--- src/rtl/scan_chain_pkg.sv ---
`default_nettype none
// ============================================================================
//  Module      : scan_chain_pkg
//  Description : Shared constants and helpers for the scan-chain responder.
//                SYNC_STAGES_DEFAULT - default synchroniser depth
//                MIN_SCAN_PHASE      - shortest scan-clock phase (in clk
//                                      cycles) the responder resolves
//                sat_value()         - all-ones value for a counter width
//  Revision    : 1.0 - initial release
// ============================================================================
package scan_chain_pkg;

    localparam int SYNC_STAGES_DEFAULT = 2;
    localparam int MIN_SCAN_PHASE      = SYNC_STAGES_DEFAULT + 3;

    // Saturation value of a WIDTH-bit counter, usable in localparams.
    function automatic logic [31:0] sat_value(input int unsigned width);
        if (width >= 32) begin
            return 32'hFFFF_FFFF;
        end
        return (32'd1 << width) - 32'd1;
    endfunction

endpackage
`default_nettype wire

--- src/rtl/scan_sync.sv ---
`default_nettype none
// ============================================================================
//  Module      : scan_sync
//  Description : STAGES-deep single-bit synchroniser with asynchronous
//                active-low reset.
//  Ports       : clk   - destination clock
//                reset - async reset, active low
//                d     - asynchronous input
//                q     - synchronised output
//  Revision    : 1.0 - initial release
// ============================================================================
module scan_sync
    import scan_chain_pkg::*;
#(
    parameter int STAGES = SYNC_STAGES_DEFAULT
) (
    input  logic clk,
    input  logic reset,
    input  logic d,
    output logic q
);

    logic [STAGES-1:0] sync_ff;

    always_ff @(posedge clk or negedge reset) begin
        if (!reset) begin
            sync_ff <= '0;
        end else begin
            sync_ff <= {sync_ff[STAGES-2:0], d};
        end
    end

    assign q = sync_ff[STAGES-1];

endmodule
`default_nettype wire

--- src/rtl/scan_chain_responder.sv ---
`default_nettype none
// ============================================================================
//  Module      : scan_chain_responder
//  Description : User-design end of a scan chain. Chain signals are
//                synchronised into clk, drive an NUM_IOS-bit shift/capture
//                register, and are forwarded to the next stage.
//  Ports       : clk, reset (async, active low)
//                clk_in / data_in / scan_select_in / latch_enable_in
//                    - chain inputs from the previous stage (asynchronous)
//                clk_out / data_out / scan_select_out / latch_enable_out
//                    - chain outputs to the next stage
//                module_inputs  - latched drive to the user design
//                module_outputs - user-design outputs, captured on select
//                latch_strobe   - one-clk pulse when module_inputs updates
//                shift_count    - saturating shifts since the last latch
//  Revision    : 1.0 - initial release
// ============================================================================
module scan_chain_responder
    import scan_chain_pkg::*;
#(
    parameter int NUM_IOS     = 8,
    parameter int SYNC_STAGES = SYNC_STAGES_DEFAULT,
    parameter int COUNT_W     = 8
) (
    input  logic               clk,
    input  logic               reset,
    input  logic               clk_in,
    input  logic               data_in,
    input  logic               scan_select_in,
    input  logic               latch_enable_in,
    output logic               clk_out,
    output logic               data_out,
    output logic               scan_select_out,
    output logic               latch_enable_out,
    output logic [NUM_IOS-1:0] module_inputs,
    input  logic [NUM_IOS-1:0] module_outputs,
    output logic               latch_strobe,
    output logic [COUNT_W-1:0] shift_count
);

    localparam logic [COUNT_W-1:0] CNT_MAX = COUNT_W'(sat_value(COUNT_W));

    logic clk_s;
    logic data_s;
    logic sel_s;
    logic le_s;

    scan_sync #(.STAGES(SYNC_STAGES)) u_sync_clk (
        .clk(clk), .reset(reset), .d(clk_in),          .q(clk_s)
    );
    scan_sync #(.STAGES(SYNC_STAGES)) u_sync_data (
        .clk(clk), .reset(reset), .d(data_in),         .q(data_s)
    );
    scan_sync #(.STAGES(SYNC_STAGES)) u_sync_sel (
        .clk(clk), .reset(reset), .d(scan_select_in),  .q(sel_s)
    );
    scan_sync #(.STAGES(SYNC_STAGES)) u_sync_le (
        .clk(clk), .reset(reset), .d(latch_enable_in), .q(le_s)
    );

    logic               clk_q;
    logic               le_q;
    logic [NUM_IOS-1:0] shift_reg;

    logic clk_rise;
    logic clk_fall;
    logic le_rise;

    assign clk_rise = clk_s & ~clk_q;
    assign clk_fall = ~clk_s & clk_q;
    assign le_rise  = le_s & ~le_q;

    always_ff @(posedge clk or negedge reset) begin
        if (!reset) begin
            clk_q            <= 1'b0;
            le_q             <= 1'b0;
            clk_out          <= 1'b0;
            scan_select_out  <= 1'b0;
            latch_enable_out <= 1'b0;
            shift_reg        <= '0;
            data_out         <= 1'b0;
            module_inputs    <= '0;
            latch_strobe     <= 1'b0;
            shift_count      <= '0;
        end else begin
            clk_q            <= clk_s;
            le_q             <= le_s;
            clk_out          <= clk_s;
            scan_select_out  <= sel_s;
            latch_enable_out <= le_s;
            latch_strobe     <= le_rise;

            if (clk_rise) begin
                if (sel_s) begin
                    shift_reg <= module_outputs;
                end else begin
                    shift_reg <= {shift_reg[NUM_IOS-2:0], data_s};
                end
            end

            // Updating on the fall keeps data_out steady across the next
            // forwarded rise, so downstream sees our pre-shift MSB.
            if (clk_fall) begin
                data_out <= shift_reg[NUM_IOS-1];
            end

            // Non-blocking read of shift_reg gives the pre-shift value even
            // when a rise lands in the same cycle.
            if (le_rise) begin
                module_inputs <= shift_reg;
            end

            if (le_rise) begin
                shift_count <= '0;
            end else if (clk_rise && !sel_s && (shift_count != CNT_MAX)) begin
                shift_count <= shift_count + COUNT_W'(1);
            end
        end
    end

endmodule
`default_nettype wire

--- config.mk ---
export PLATFORM = sky130hd
export DESIGN_NAME = scan_chain_responder
export DESIGN_NICKNAME = d
export VERILOG_FILES = /design/src/rtl/scan_chain_pkg.sv /design/src/rtl/scan_sync.sv /design/src/rtl/scan_chain_responder.sv
export SDC_FILE = /design/constraint.sdc
export NUM_CORES = 1
export LEC_CHECK = 0
export BUFFER_PORTS_ARGS = -buffer_cell sky130_fd_sc_hd__buf_2
export CORE_MARGIN = 4
export CORE_UTILIZATION = 47
export DETAILED_ROUTE_END_ITERATION = 16
export PLACE_DENSITY_LB_ADDON = 0.2
export SYNTH_ARGS = -nofsm -noshare
export SYNTH_HDL_FRONTEND = slang
export SYNTH_SLANG_ARGS = --single-unit
export TNS_END_PERCENT = 1
--- constraint.sdc ---
create_clock -name clk -period 1.5 [get_ports clk]
set_input_delay 0 -clock clk [delete_from_list [all_inputs] [get_ports clk]]
set_output_delay 0 -clock clk [all_outputs]
set_load 0.02 [all_outputs]
After elaboration in Yosys (flattened, before gate mapping)

Cells that the tools add are included.

Register bits: 37
Bits in latches: 0
Memory bits (writable): 0
Memory bits (read-only): 0
Bits of input ports: 14
Output and inout port bits: 21
Logic and storage cells: 27
Memories: 0

$add $sub $neg: 1
Multipliers: 0
Div/mod/pow operators: 0
Magnitude comparators: 0
Equal/unequal tests: 1
Shift operators: 0
Mux-type cells: 3
Bitwise operators: 6
Reductions and logical operators: 4

Operators by type and width:

| cell                | count |
|---|---|
| $mux 8              | 3 |
| $add 8x1->8 const B | 1 |
| $ne 8x8->1 const B  | 1 |
| $and 1x1->1         | 3 |
| $not 1->1           | 3 |
| $logic_and 1x1->1   | 2 |
| $reduce_bool 2->1   | 1 |
| $logic_not 1->1     | 1 |

Logic depth before layout (Yosys ltp)

Gate-level depths: netlist of the first run.

Word-level depth: 6
Mapped depth: 5
Mapped depth without buffers: 4

By module

A second synthesis of the first run with hierarchy kept.

Cells, all modules: 136
Area, all modules: 1495.2 um^2

Modules (own cells, without submodules):

| module               | instances | cells each | area each (um^2) | sequential area each (um^2) |
|---|---|---|---|---|
| scan_chain_responder | 1         | 128        | 1295.0           | 725.7 |
| scan_sync            | 4         | 2          | 50.0             | 50.0 |

Worst setup path before layout of the first run

OpenSTA, ideal clock, no wires.

Path type: reg-to-reg
Start point: register shift_count[0]
End point: register shift_count[5]
Setup time: 79 ps
Arrival time: 1590 ps
Required time: 1421 ps
Setup slack: -169 ps
Stages on the path, launching flop included: 5
Buffers on the path: 0
Period minus slack after synthesis: 1669 ps
Path through: dfrtp_1 -> ha_1 -> and3_1 -> a2111oi_0 -> mux2i_1

Word-level cells in the longest chain between the ends: 3
Elaborated cells on any way between the ends: 6
Those cells by class: 1 x add/sub; 1 x eq/ne; 2 x mux; 2 x reduce/logical

Ends and longest elaborated chain:

| element                                            | RTL line                                                 | RTL |
|---|---|---|
| start, declared                                    | scan_chain_responder.sv:38                               | `output logic [COUNT_W-1:0] shift_count` |
| start signal, assigned                             | scan_chain_responder.sv:116                              | `shift_count <= shift_count + COUNT_W'(1);` |
| $add 8x1->8 / $ne 8x8->1 (equally long branches)   | scan_chain_responder.sv:116, scan_chain_responder.sv:115 |  |
| $mux 8 / $logic_and 1x1->1 (equally long branches) | scan_chain_responder.sv:115                              | `end else if (clk_rise && !sel_s && (shift_count != CNT_MAX)) begin` |
| $mux 8 / $reduce_bool 2->1 (equally long branches) | --                                                       |  |

Several ways; a longest one is shown, not always the timed one. The select of a mux whose other input is x is not followed.
A chain may end at the register's enable or synchronous reset.

Worst setup path after layout of the first run

Start point: register clk_q
End point: register shift_count[4]

Word-level cells in the longest chain between the ends: 5

Ends and longest elaborated chain:

| element                        | RTL line                    | RTL |
|---|---|---|
| start, declared                | scan_chain_responder.sv:61  | `logic clk_q;` |
| start signal, assigned         | scan_chain_responder.sv:86  | `clk_q <= clk_s;` |
| $not 1->1                      | scan_chain_responder.sv:69  | `assign clk_rise = clk_s & ~clk_q;` |
| $and 1x1->1                    | scan_chain_responder.sv:69  |  |
| $logic_and 1x1->1 (2 in a row) | scan_chain_responder.sv:115 |  |
| $reduce_bool 2->1 (no line)    | --                          |  |

No other way between the ends.

==> results.rst, run 1 <==
.. list-table::
   :header-rows: 1

   * - Metric
     - Value
   * - Run status
     - finished, violations left
   * - Violations in the final reports
     - negative setup slack
   * - Area of the core
     - 0.00305 mm^2
   * - Critical Path End Type
     - register
   * - Share of the yosys chip area belonging to registers
     - ~62%
   * - Number of nets still failing antenna checks after routing
     - 0
   * - Count of unique library cells instantiated by Yosys
     - 32
   * - Insertion delay of the later-clocked pin in the worst-skew pair
     - 0.34 ns
   * - Hold Path Class
     - input pin to asynchronous set/reset pin
   * - Final count of hold timing violations
     - 0
   * - Routed via count divided by cell count
     - roughly 5.0
   * - Clk slew on worst S/H paths
     - 0.12 ns
   * - Standard cell with the maximum stage delay on the critical path
     - sky130_fd_sc_hd__or4_1
   * - Wirelength per Cell
     - between 10 and 15 um
   * - Tightest slew margin relative to the limit
     - between 60% and 70%
   * - Count of cells along the worst register-to-register path
     - 3
   * - Fraction of post-synthesis cell area in the top cell type by area
     - approximately 62%
   * - CTS root buffer
     - sky130_fd_sc_hd__clkbuf_4
   * - Flip-flop and latch count after synthesis
     - 37
   * - Post-synth top flop
     - sky130_fd_sc_hd__dfrtp_1
   * - DIE HEIGHT
     - 64.4 um
   * - Layout cells sized above 1
     - 36.3%
   * - Global-route usage over all layers
     - a little under a fifth
   * - First-pass GRT wire length
     - roughly 5.8 mm
   * - CP required
     - 1.78 ns
   * - Post-Syn Nets
     - 150
   * - Ys async rst share
     - 100%
   * - End of the worst register-to-register path
     - shift_count[4]$_DFFE_PN0P_
   * - Grt ovf
     - 0
   * - Post-synth EDFFs
     - 0
   * - Max clock buf depth
     - 2
   * - Growth of design area from synthesis to finish
     - 40.6%
   * - Number of port buffers
     - 34
   * - Cell Pwr Density
     - approximately 1100 mW/mm^2
   * - Tightest Pin Transition
     - approximately 0.46 ns
   * - Setup skew after layout
     - roughly 0.0076 ns
   * - Period utilisation layout
     - 100%
   * - Number of instances in the synthesized netlist
     - 135
   * - Die W
     - 64.4 um
   * - Critical-path cell list
     - or3b_4 > or4_1 > a21oi_1
   * - Yosys top cell by area
     - sky130_fd_sc_hd__dfrtp_1
   * - Number of warnings issued by yosys
     - 0
   * - DRC viols
     - 0
   * - Netlist area before placement
     - around 0.0015 mm^2
   * - Final cell count without fillers
     - around 250
   * - Final setup TNS
     - -0.00471 ns
   * - Cell total after placement
     - 223
   * - Count of vias placed by the detailed router
     - 1,225
   * - # clock sinks
     - 37
   * - Count of H-tree levels built during CTS
     - 2
   * - Final antenna diode count
     - 0
   * - LEAKAGE
     - around 1.0 nW
   * - CTS tree
     - yes
   * - Startpoint-to-endpoint class of the critical path
     - register to register
   * - Critical path's top delay family
     - simple AND/OR/NAND/NOR gates
   * - Io pins
     - 35
   * - Post-detailed-routing wire length
     - 3.42 mm
   * - Starting density of the core
     - 48.9%
   * - Inserted Clock Buffers
     - 5
   * - Initial detailed-routing violation count
     - 50
   * - Data arrival time of the worst path
     - about 1.8 ns
   * - Worst path buffer plus inverter count
     - 0
   * - Vias in the first global route
     - approximately 1,200
   * - RSZ-0062 raised after global routing
     - true
   * - Worst Setup Slack, final
     - -0.00471 ns
   * - Full die area
     - about 0.0041 mm^2
   * - Worst-path maximum fanout
     - 4
   * - Row count
     - 20
   * - FF-to-FF setup slack
     - -0.005 ns
   * - Initial antenna violation count
     - 0
   * - Final GP Congestion
     - 0.842
   * - Fmax achieved
     - ~0.66 GHz
   * - Synthesized area per cell
     - between 10 and 15 um^2
   * - Startpoint of the worst-slack reg-to-reg timing path
     - clk_q$_DFF_PN0_
   * - Peak VDD IR
     - 0.000636 V
   * - Top cells by area, synth
     - sky130_fd_sc_hd__dfrtp_1 (62%), sky130_fd_sc_hd__nand2_1 (9.8%), sky130_fd_sc_hd__mux2i_1 (6.7%)
   * - Time the worst path needs with I/O delays and setup
     - ~1.5 ns
   * - Peak per-stage delay on the critical path
     - a little under 0.5 ns
   * - Largest net degree at the start of global routing
     - 22
   * - Element type at the critical path start
     - register
   * - Total of max-cap violations
     - 0
   * - Total iterations of the first detailed-routing run
     - 4
   * - Final setup violating endpoints
     - 1
   * - Post-detailed-placement half-perimeter wirelength
     - 2.37 mm
   * - Number of pins with negative max-slew slack in the final report
     - 0
   * - Number of nets in the layout
     - 215
## area by class of cell
class / count / area [um^2]
Fill cell: 250 / 952
Sequential cell: 37 / 928
Multi-Input combinational cell: 91 / 593
Timing Repair Buffer: 64 / 432
Tap cell: 44 / 55.1
Clock buffer: 6 / 51.3
Clock inverter: 2 / 37.5
Inverter: 1 / 3.75
## routing by layer
layer / global-route usage [%] / vias up / share of wire (%)
met2: 30.0 / 42 / 51
met3: 5.80 / 6 / 5.5
met5: 0 / - / 0
met1: 23.5 / 578 / 41
met4: 7.65 / 0 / 1.6
li1: - / 599 / -
## cells by family (layout without fill, tap and decap cells)
logic type / after synthesis / count (layout) / share of synthesized area (%)
buffers and inverters: 7 / 73 / 1.84
AO/OA/AOI/OAI: 23 / 23 / 9.55
AND/OR/NAND/NOR: 56 / 56 / 18.3
flip-flops: 37 / 37 / 62.0
adder cells (fa/ha/maj): 1 / 1 / 0.837
multiplexers: 11 / 11 / 7.45
## per-stage QoR
| step | hold slack, ns | setup slack, ns | total power [mW] | area [um^2] | utilization [%] |
|---|---|---|---|---|---|
| 2_1_floorplan | -0.296 | -0.0360 | 1.36 | 1500 | - |
| 3_3_place_gp | -0.0354 | 0.0473 | 1.50 | 1820 | 59.8 |
| 3_5_place_dp | -0.0242 | 0.0145 | 1.52 | 1820 | 59.8 |
| 4_1_cts | 0.127 | 0.0159 | 2.28 | 2060 | 67.5 |
| 5_1_grt | 0.155 | -0.0425 | 2.39 | 2100 | 68.8 |
| 6_report | 0.121 | -0.00471 | 2.26 | 2100 | 68.8 |
## cell usage after synthesis (2+ instances only)
cell                       instances
sky130_fd_sc_hd__nand2b_1          2
sky130_fd_sc_hd__or4_1             2
sky130_fd_sc_hd__clkbuf_1          4
sky130_fd_sc_hd__a31oi_1           2
sky130_fd_sc_hd__a211oi_1          2
sky130_fd_sc_hd__dfrtp_1          37
sky130_fd_sc_hd__and4_1            2
sky130_fd_sc_hd__mux2i_1          10
sky130_fd_sc_hd__nand2_1          39
sky130_fd_sc_hd__a21oi_1           4
sky130_fd_sc_hd__o21ai_0          10
## timing repair
| action | 4_1_cts | 5_1_grt |
|---|---|---|
| hold endpoints to repair | 49 | 0 |
| gates resized for setup | 3 | 9 |
| hold buffers | 13 | 0 |
| pin swaps | 0 | 1 |
| setup buffers | 0 | 1 |
| setup endpoints to repair | 1 | 5 |
## report_power, final
group / leakage (nW) / switching, mW / internal, mW / total (mW)
combinational: 0.529 / 0.210 / 0.156 / 0.366
clock: 0.0445 / 0.340 / 0.396 / 0.736
sequential: 0.461 / 0.0620 / 1.10 / 1.16
## worst max path at each step
stage / slack [ns] / to / depth (start not counted) / from
after floorplan: -0.04 / shift_count[6]$_DFFE_PN0P_ / 3 / clk_q$_DFF_PN0_
after global placement: 0.05 / shift_count[5]$_DFFE_PN0P_ / 4 / shift_count[0]$_DFFE_PN0P_
after detailed placement: 0.01 / shift_count[5]$_DFFE_PN0P_ / 4 / shift_count[0]$_DFFE_PN0P_
after CTS: 0.02 / shift_count[4]$_DFFE_PN0P_ / 3 / clk_q$_DFF_PN0_
after global routing: -0.04 / shift_count[3]$_DFFE_PN0P_ / 5 / u_sync_sel.sync_ff[1]$_DFF_PN0_
final: -0.005 / shift_count[4]$_DFFE_PN0P_ / 3 / clk_q$_DFF_PN0_
## cells in the final DEF (no fill, tap or decap), types with 2 or more instances in the layout
cell type / Yosys / layout
sky130_fd_sc_hd__a21oi_1: 4 / 2
sky130_fd_sc_hd__a21oi_2: 0 / 2
sky130_fd_sc_hd__a31oi_1: 2 / 2
sky130_fd_sc_hd__buf_2: 1 / 34
sky130_fd_sc_hd__buf_4: 0 / 16
sky130_fd_sc_hd__clkbuf_4: 0 / 5
sky130_fd_sc_hd__dfrtp_1: 37 / 35
sky130_fd_sc_hd__dfrtp_2: 0 / 2
sky130_fd_sc_hd__dlygate4sd3_1: 0 / 13
sky130_fd_sc_hd__mux2i_1: 10 / 10
sky130_fd_sc_hd__nand2_1: 39 / 39
sky130_fd_sc_hd__nand2b_1: 2 / 2
sky130_fd_sc_hd__o21ai_0: 10 / 10
## worst register-to-register path: cells and delay by family (launching register included)
kind	cells	cell delay (ns)
simple gates	2	0.90
flops	1	0.42
compound gates	1	0.13
No activity file was read; power rests on OpenSTA's default activity.
==> run 2: changes to the inputs <==
CORE_UTILIZATION = 52   (was 47)
clock period = 1.6 ns   (was 1.5 ns; I/O delays follow)
==> results.rst, run 2 (synthesized netlist as in run 1, its figures left out) <==
.. list-table::
   :header-rows: 1

   * - Metric
     - Value
   * - Number of nets in the layout
     - 205 (-4.7%)
   * - End of the worst register-to-register path
     - shift_count[4]$_DFFE_PN0P_
   * - Die W
     - 61.6 um (-4.3%)
   * - Wirelength per Cell
     - 13.8 um (-1.4%)
   * - Count of H-tree levels built during CTS
     - 2 (unchanged)
   * - Insertion delay of the later-clocked pin in the worst-skew pair
     - 0.34 ns (about the same)
   * - Total of max-cap violations
     - 0 (unchanged)
   * - Number of nets still failing antenna checks after routing
     - 0 (unchanged)
   * - # clock sinks
     - 37 (unchanged)
   * - Count of vias placed by the detailed router
     - 1,181 (-3.6%)
   * - Tot Pwr
     - 1.91 mW (-16%)
   * - Element type at the critical path start
     - register
   * - Critical Path End Type
     - register
   * - Grt ovf
     - 0 (unchanged)
   * - CTS tree
     - yes
   * - Final GP Congestion
     - 0.795 (-5.6%)
   * - CTS root buffer
     - sky130_fd_sc_hd__clkbuf_4
   * - Startpoint of the worst-slack reg-to-reg timing path
     - clk_q$_DFF_PN0_
   * - Setup skew after layout
     - 0.00962 ns (+0.00204 ns)
   * - DRC viols
     - 0 (unchanged)
   * - Largest net degree at the start of global routing
     - 38 (+73%)
   * - Growth of design area from synthesis to finish
     - 30.6%
   * - LEAKAGE
     - 0.972 nW (-6.1%)
   * - Starting density of the core
     - 54.2% (+5.2 points)
   * - Run status
     - finished clean
   * - Full die area
     - 0.00379 mm^2 (-8.4%)
   * - Cell Pwr Density
     - 977 mW/mm^2 (-9.3%)
   * - Inserted Clock Buffers
     - 5 (unchanged)
   * - Routed via count divided by cell count
     - 5.34 (+6.9%)
   * - Peak VDD IR
     - 0.000965 V (+52%)
   * - Tightest Pin Transition
     - 0.782 ns (+0.325 ns)
   * - Number of port buffers
     - 34 (unchanged)
   * - Post-detailed-placement half-perimeter wirelength
     - 2.05 mm (-13%)
   * - Number of filler cells placed in the layout
     - 214 (-14%)
   * - Max clock buf depth
     - 2 (unchanged)
   * - Area of the core
     - 0.00276 mm^2 (-9.7%)
   * - Layout Cell Area excl Fill
     - 0.00195 mm^2 (-7.1%)
   * - Final cell count without fillers
     - 221 (-9.8%)
   * - Highest-count cells in the layout ignoring fill and taps
     - sky130_fd_sc_hd__nand2_1 (39), sky130_fd_sc_hd__dfrtp_1 (37), sky130_fd_sc_hd__buf_2 (34)
   * - Vias in the first global route
     - 1,146 (-6.1%)
   * - Post-detailed-routing wire length
     - 3.04 mm (-11%)
   * - Initial antenna violation count
     - 0 (unchanged)
   * - Hold Path Class
     - input pin to asynchronous set/reset pin
   * - Clk slew on worst S/H paths
     - 0.11 ns (about the same)
   * - Io pins
     - 35 (unchanged)
   * - Global-route usage over all layers
     - 19.3% (+0.54 points)
   * - CP required
     - 1.87 ns (+0.09 ns)
   * - DIE HEIGHT
     - 61.6 um (-4.3%)
   * - Data arrival time of the worst path
     - 1.82 ns (+0.03 ns)
   * - First-pass GRT wire length
     - 5.31 mm (-9.1%)
   * - Worst-path maximum fanout
     - 6 (+2)
   * - Layout cells sized above 1
     - 28.9% (-7.4 points)
   * - Time the worst path needs with I/O delays and setup
     - 1.55 ns (+0.0423 ns)
   * - FF-to-FF setup slack
     - 0.05 ns (+0.06 ns)
   * - Final count of hold timing violations
     - 0 (unchanged)
   * - Total cell area at the placement stage
     - 0.00174 mm^2 (-4.7%)
   * - Period utilisation layout
     - 96.7% (-3.6 points)
   * - Tightest slew margin relative to the limit
     - 47.9% (-22 points)
   * - Cell total after placement
     - 201 (-9.9%)
   * - Count of cells along the worst register-to-register path
     - 3 (unchanged)
   * - Startpoint-to-endpoint class of the critical path
     - register to register
   * - Final antenna diode count
     - 0 (unchanged)
   * - Total iterations of the first detailed-routing run
     - 3 (-1)
   * - Fmax achieved
     - 0.646 GHz (-2.7%)
   * - Number of pins with negative max-slew slack in the final report
     - 0 (unchanged)
   * - Row count
     - 19 (-5.0%)
   * - Initial detailed-routing violation count
     - 44 (-12%)
   * - Most common library cell in the layout ignoring fill and taps
     - sky130_fd_sc_hd__nand2_1
   * - Final setup violating endpoints
     - 0 (-1)
[run 2: final cells by class]
type / instances / area, um^2 / share of cell area (%)
Sequential cell: 37 / 926 / 47.5
Multi-Input combinational cell: 91 / 571 / 29.2
Tap cell: 31 / 38.8 / 1.99
Timing Repair Buffer: 54 / 353 / 18.1
Clock buffer: 6 / 51.3 / 2.63
Clock inverter: 1 / 7.51 / 0.385
Inverter: 1 / 3.75 / 0.192
[run 2: critical path, stage by stage (launching register included)]
cell and delay, ns:
sky130_fd_sc_hd__dfrtp_1 0.39, sky130_fd_sc_hd__or3b_4 0.43, sky130_fd_sc_hd__or4_4 0.53, sky130_fd_sc_hd__a21oi_2 0.14
[run 2: per-stage QoR]
stage | setup TNS, ns | hold slack (ns) | util, % | setup slack [ns]
CTS | 0 | 0.279 | 69.9 | 0.0588
global placement | 0 | 0.110 | 63.0 | 0.0995
floorplan | 0 | -0.296 | - | 0.00434
detailed placement | 0 | 0.111 | 63.0 | 0.0764
global route | -0.00116 | 0.301 | 70.7 | -0.00116
finish | 0 | 0.261 | 70.7 | 0.0530
[run 2: report_power, final]
| group | internal [mW] | switching [mW] |
|---|---|---|
| registers | 1.03 | 0.0565 |
| logic | 0.136 | 0.188 |
| clock network | 0.206 | 0.293 |
| total | 1.37 | 0.537 |
[run 2: worst max path at each step]
stage / to / startpoint / cells after the start
after floorplan: shift_count[4]$_DFFE_PN0P_ / clk_q$_DFF_PN0_ / 3
after global placement: shift_count[4]$_DFFE_PN0P_ / u_sync_sel.sync_ff[1]$_DFF_PN0_ / 3
after detailed placement: shift_count[4]$_DFFE_PN0P_ / u_sync_sel.sync_ff[1]$_DFF_PN0_ / 3
after CTS: shift_count[4]$_DFFE_PN0P_ / u_sync_sel.sync_ff[1]$_DFF_PN0_ / 3
after global routing: shift_count[4]$_DFFE_PN0P_ / shift_count[1]$_DFFE_PN0P_ / 4
final: shift_count[4]$_DFFE_PN0P_ / clk_q$_DFF_PN0_ / 3
[run 2: per-layer routing]
metal	GRT usage (%)	vias up	part of all wire, %
met4	7.27	0	1.7
met1	25.3	566	44
li1	-	582	-
met3	5.66	6	5.1
met5	0	-	0
met2	30.2	27	49
[run 2: what timing repair did]
item | CTS | global route
resized for setup | 0 | 5
setup buffers | 0 | 0
endpoints found under the hold margin | 49 | 0
setup endpoints to repair | 0 | 3
hold buffers | 13 | 0
==> run 3: changes to the inputs <==
CTS_CLUSTER_SIZE = 14   (was default)
RECOVER_POWER = 100   (was default)
REMOVE_ABC_BUFFERS = 1   (was default)
==> results.rst, run 3 (synthesized netlist as in run 1, its figures left out) <==
.. list-table::
   :header-rows: 1

   * - Metric
     - Value
   * - Hold Path Class
     - input pin to asynchronous set/reset pin
   * - Final count of hold timing violations
     - 0 (unchanged)
   * - DRC viols
     - 0 (unchanged)
   * - Final setup TNS
     - 0 ns (unchanged)
   * - Startpoint-to-endpoint class of the critical path
     - register to register
   * - Worst setup slack after placement
     - 0.0256 ns (-0.0508 ns)
   * - Peak per-stage delay on the critical path
     - 0.48 ns (-0.05 ns)
   * - Growth of design area from synthesis to finish
     - 31.8%
   * - Max clock buf depth
     - 2 (unchanged)
   * - Row count
     - 19 (unchanged)
   * - Critical Path End Type
     - register
   * - Tightest slew margin relative to the limit
     - 41.8% (-6.0 points)
   * - Layout cells sized above 1
     - 20.6% (-8.3 points)
   * - CTS tree
     - yes
   * - Highest-count cells in the layout ignoring fill and taps
     - sky130_fd_sc_hd__nand2_1 (39), sky130_fd_sc_hd__dfrtp_1 (37), sky130_fd_sc_hd__clkbuf_1 (21)
   * - Inserted Clock Buffers
     - 5 (unchanged)
   * - Critical path's top delay family
     - simple AND/OR/NAND/NOR gates
   * - Period utilisation layout
     - 96.8% (about the same)
   * - Number of pins with negative max-slew slack in the final report
     - 0 (unchanged)
   * - Cell total after placement
     - 206 (+2.5%)
   * - Full die area
     - 0.00379 mm^2 (unchanged)
   * - First-pass GRT wire length
     - 5.13 mm (-3.3%)
   * - Launch point of the critical path
     - clk_q$_DFF_PN0_
   * - Number of nets still failing antenna checks after routing
     - 0 (unchanged)
   * - Insertion delay of the later-clocked pin in the worst-skew pair
     - 0.34 ns (about the same)
   * - Post-detailed-placement half-perimeter wirelength
     - 2.13 mm (+3.8%)
   * - # clock sinks
     - 37 (unchanged)
   * - Io pins
     - 35 (unchanged)
   * - Die W
     - 61.6 um (unchanged)
   * - Final GP Congestion
     - 0.827 (+4.1%)
   * - Worst path buffer plus inverter count
     - 0 (unchanged)
   * - Post-detailed-routing wire length
     - 3.09 mm (+1.5%)
   * - Final setup violating endpoints
     - 0 (unchanged)
   * - Final cell count without fillers
     - 230 (+4.1%)
   * - Final core utilization
     - 71.4% (+0.68 points)
   * - Element type at the critical path start
     - register
   * - Fmax achieved
     - 0.646 GHz (about the same)
   * - Peak VDD IR
     - 0.000926 V (-4.1%)
   * - Most common library cell in the layout ignoring fill and taps
     - sky130_fd_sc_hd__nand2_1
   * - Clk slew on worst S/H paths
     - 0.12 ns (about the same)
   * - CTS root buffer
     - sky130_fd_sc_hd__clkbuf_4
   * - RSZ-0062 raised after global routing
     - true
   * - Total iterations of the first detailed-routing run
     - 4 (+1)
   * - Final antenna diode count
     - 0 (unchanged)
   * - Count of H-tree levels built during CTS
     - 2 (unchanged)
   * - Largest net degree at the start of global routing
     - 38 (unchanged)
   * - Wirelength per Cell
     - 13.4 um (-2.5%)
   * - Tightest Pin Transition
     - 0.873 ns (+0.0906 ns)
   * - Vias in the first global route
     - 1,193 (+4.1%)
   * - Standard cell with the maximum stage delay on the critical path
     - sky130_fd_sc_hd__or4_1
   * - Area of the core
     - 0.00276 mm^2 (unchanged)
   * - Cell Pwr Density
     - 978 mW/mm^2 (about the same)
   * - Count of vias placed by the detailed router
     - 1,191 (+0.85%)
   * - Run status
     - finished clean
   * - Global-route usage over all layers
     - 18.9% (-0.41 points)
   * - Routed via count divided by cell count
     - 5.18 (-3.1%)
   * - Worst Setup Slack, final
     - 0.0516 ns (-0.00139 ns)
   * - Data arrival time of the worst path
     - 1.81 ns (about the same)
   * - Setup skew after layout
     - 0.0140 ns (+0.00437 ns)
   * - Number of port buffers
     - 34 (unchanged)
   * - Grt ovf
     - 0 (unchanged)
   * - CP required
     - 1.86 ns (about the same)
   * - Time the worst path needs with I/O delays and setup
     - 1.55 ns (+0.00139 ns)
   * - Number of nets in the layout
     - 213 (+3.9%)
   * - Critical-path cell list
     - or3b_4 > or4_1 > a21oi_1
   * - Worst-path maximum fanout
     - 6 (unchanged)
   * - Initial antenna violation count
     - 0 (unchanged)
   * - Startpoint of the worst-slack reg-to-reg timing path
     - clk_q$_DFF_PN0_
   * - DIE HEIGHT
     - 61.6 um (unchanged)
   * - LEAKAGE
     - 0.951 nW (-2.2%)
   * - Total of max-cap violations
     - 0 (unchanged)
   * - Initial detailed-routing violation count
     - 35 (-20%)
   * - Starting density of the core
     - 54.2% (unchanged)
-- run 3: final cells by class --
class,instances,area [um^2]
Tap cell,31,38.8
Timing Repair Buffer,62,382
Clock inverter,2,13.8
Sequential cell,37,926
Multi-Input combinational cell,91,554
Inverter,1,3.75
Clock buffer,6,51.3
Fill cell,211,788
-- run 3: what timing repair did --
action                                  in CTS  in global routing
endpoints found under the hold margin       49                  0
endpoints found under the setup margin       2                  4
gates cloned                                 0                  0
pin swaps                                    0                  4
hold buffers                                13                  0
buffers inserted                             2                  1
resized for setup                            1                  3
-- run 3: report_power, final --
group | internal, mW | switching (mW)
Sequential | 1.03 | 0.0554
Clock | 0.214 | 0.308
Combinational | 0.126 | 0.193
-- run 3: routing by layer --
layer | wire length (um) | track usage (%)
met4 | 40 | 9.39
met1 | 1300 | 21.9
met3 | 157 | 5.45
met2 | 1590 | 31.7
met5 | 0 | 0
-- run 3: through the flow --
stage          area [um^2]  hold WS, ns  total power [mW]
5_1_grt               1970        0.282              2.05
4_1_cts               1980        0.268              1.97
2_1_floorplan         1470       -0.296              1.27
6_report              1970        0.299              1.93
3_3_place_gp          1770        0.107              1.40
3_5_place_dp          1770        0.111              1.41
-- run 3: worst paths after layout --
kind / end / slack (ns) / depth (start not counted)
setup / recovery: shift_count[6]$_DFFE_PN0P_ / 0.05 / 3
hold / removal: u_sync_clk.sync_ff[0]$_DFF_PN0_ / 0.30 / 2
setup reg to reg: shift_count[6]$_DFFE_PN0P_ / 0.05 / 3
hold reg to reg: u_sync_sel.sync_ff[1]$_DFF_PN0_ / 0.36 / 0
max in group asynchronous: shift_count[3]$_DFFE_PN0P_ / 0.75 / 2
min in group clk: u_sync_data.sync_ff[0]$_DFF_PN0_ / 0.30 / 2
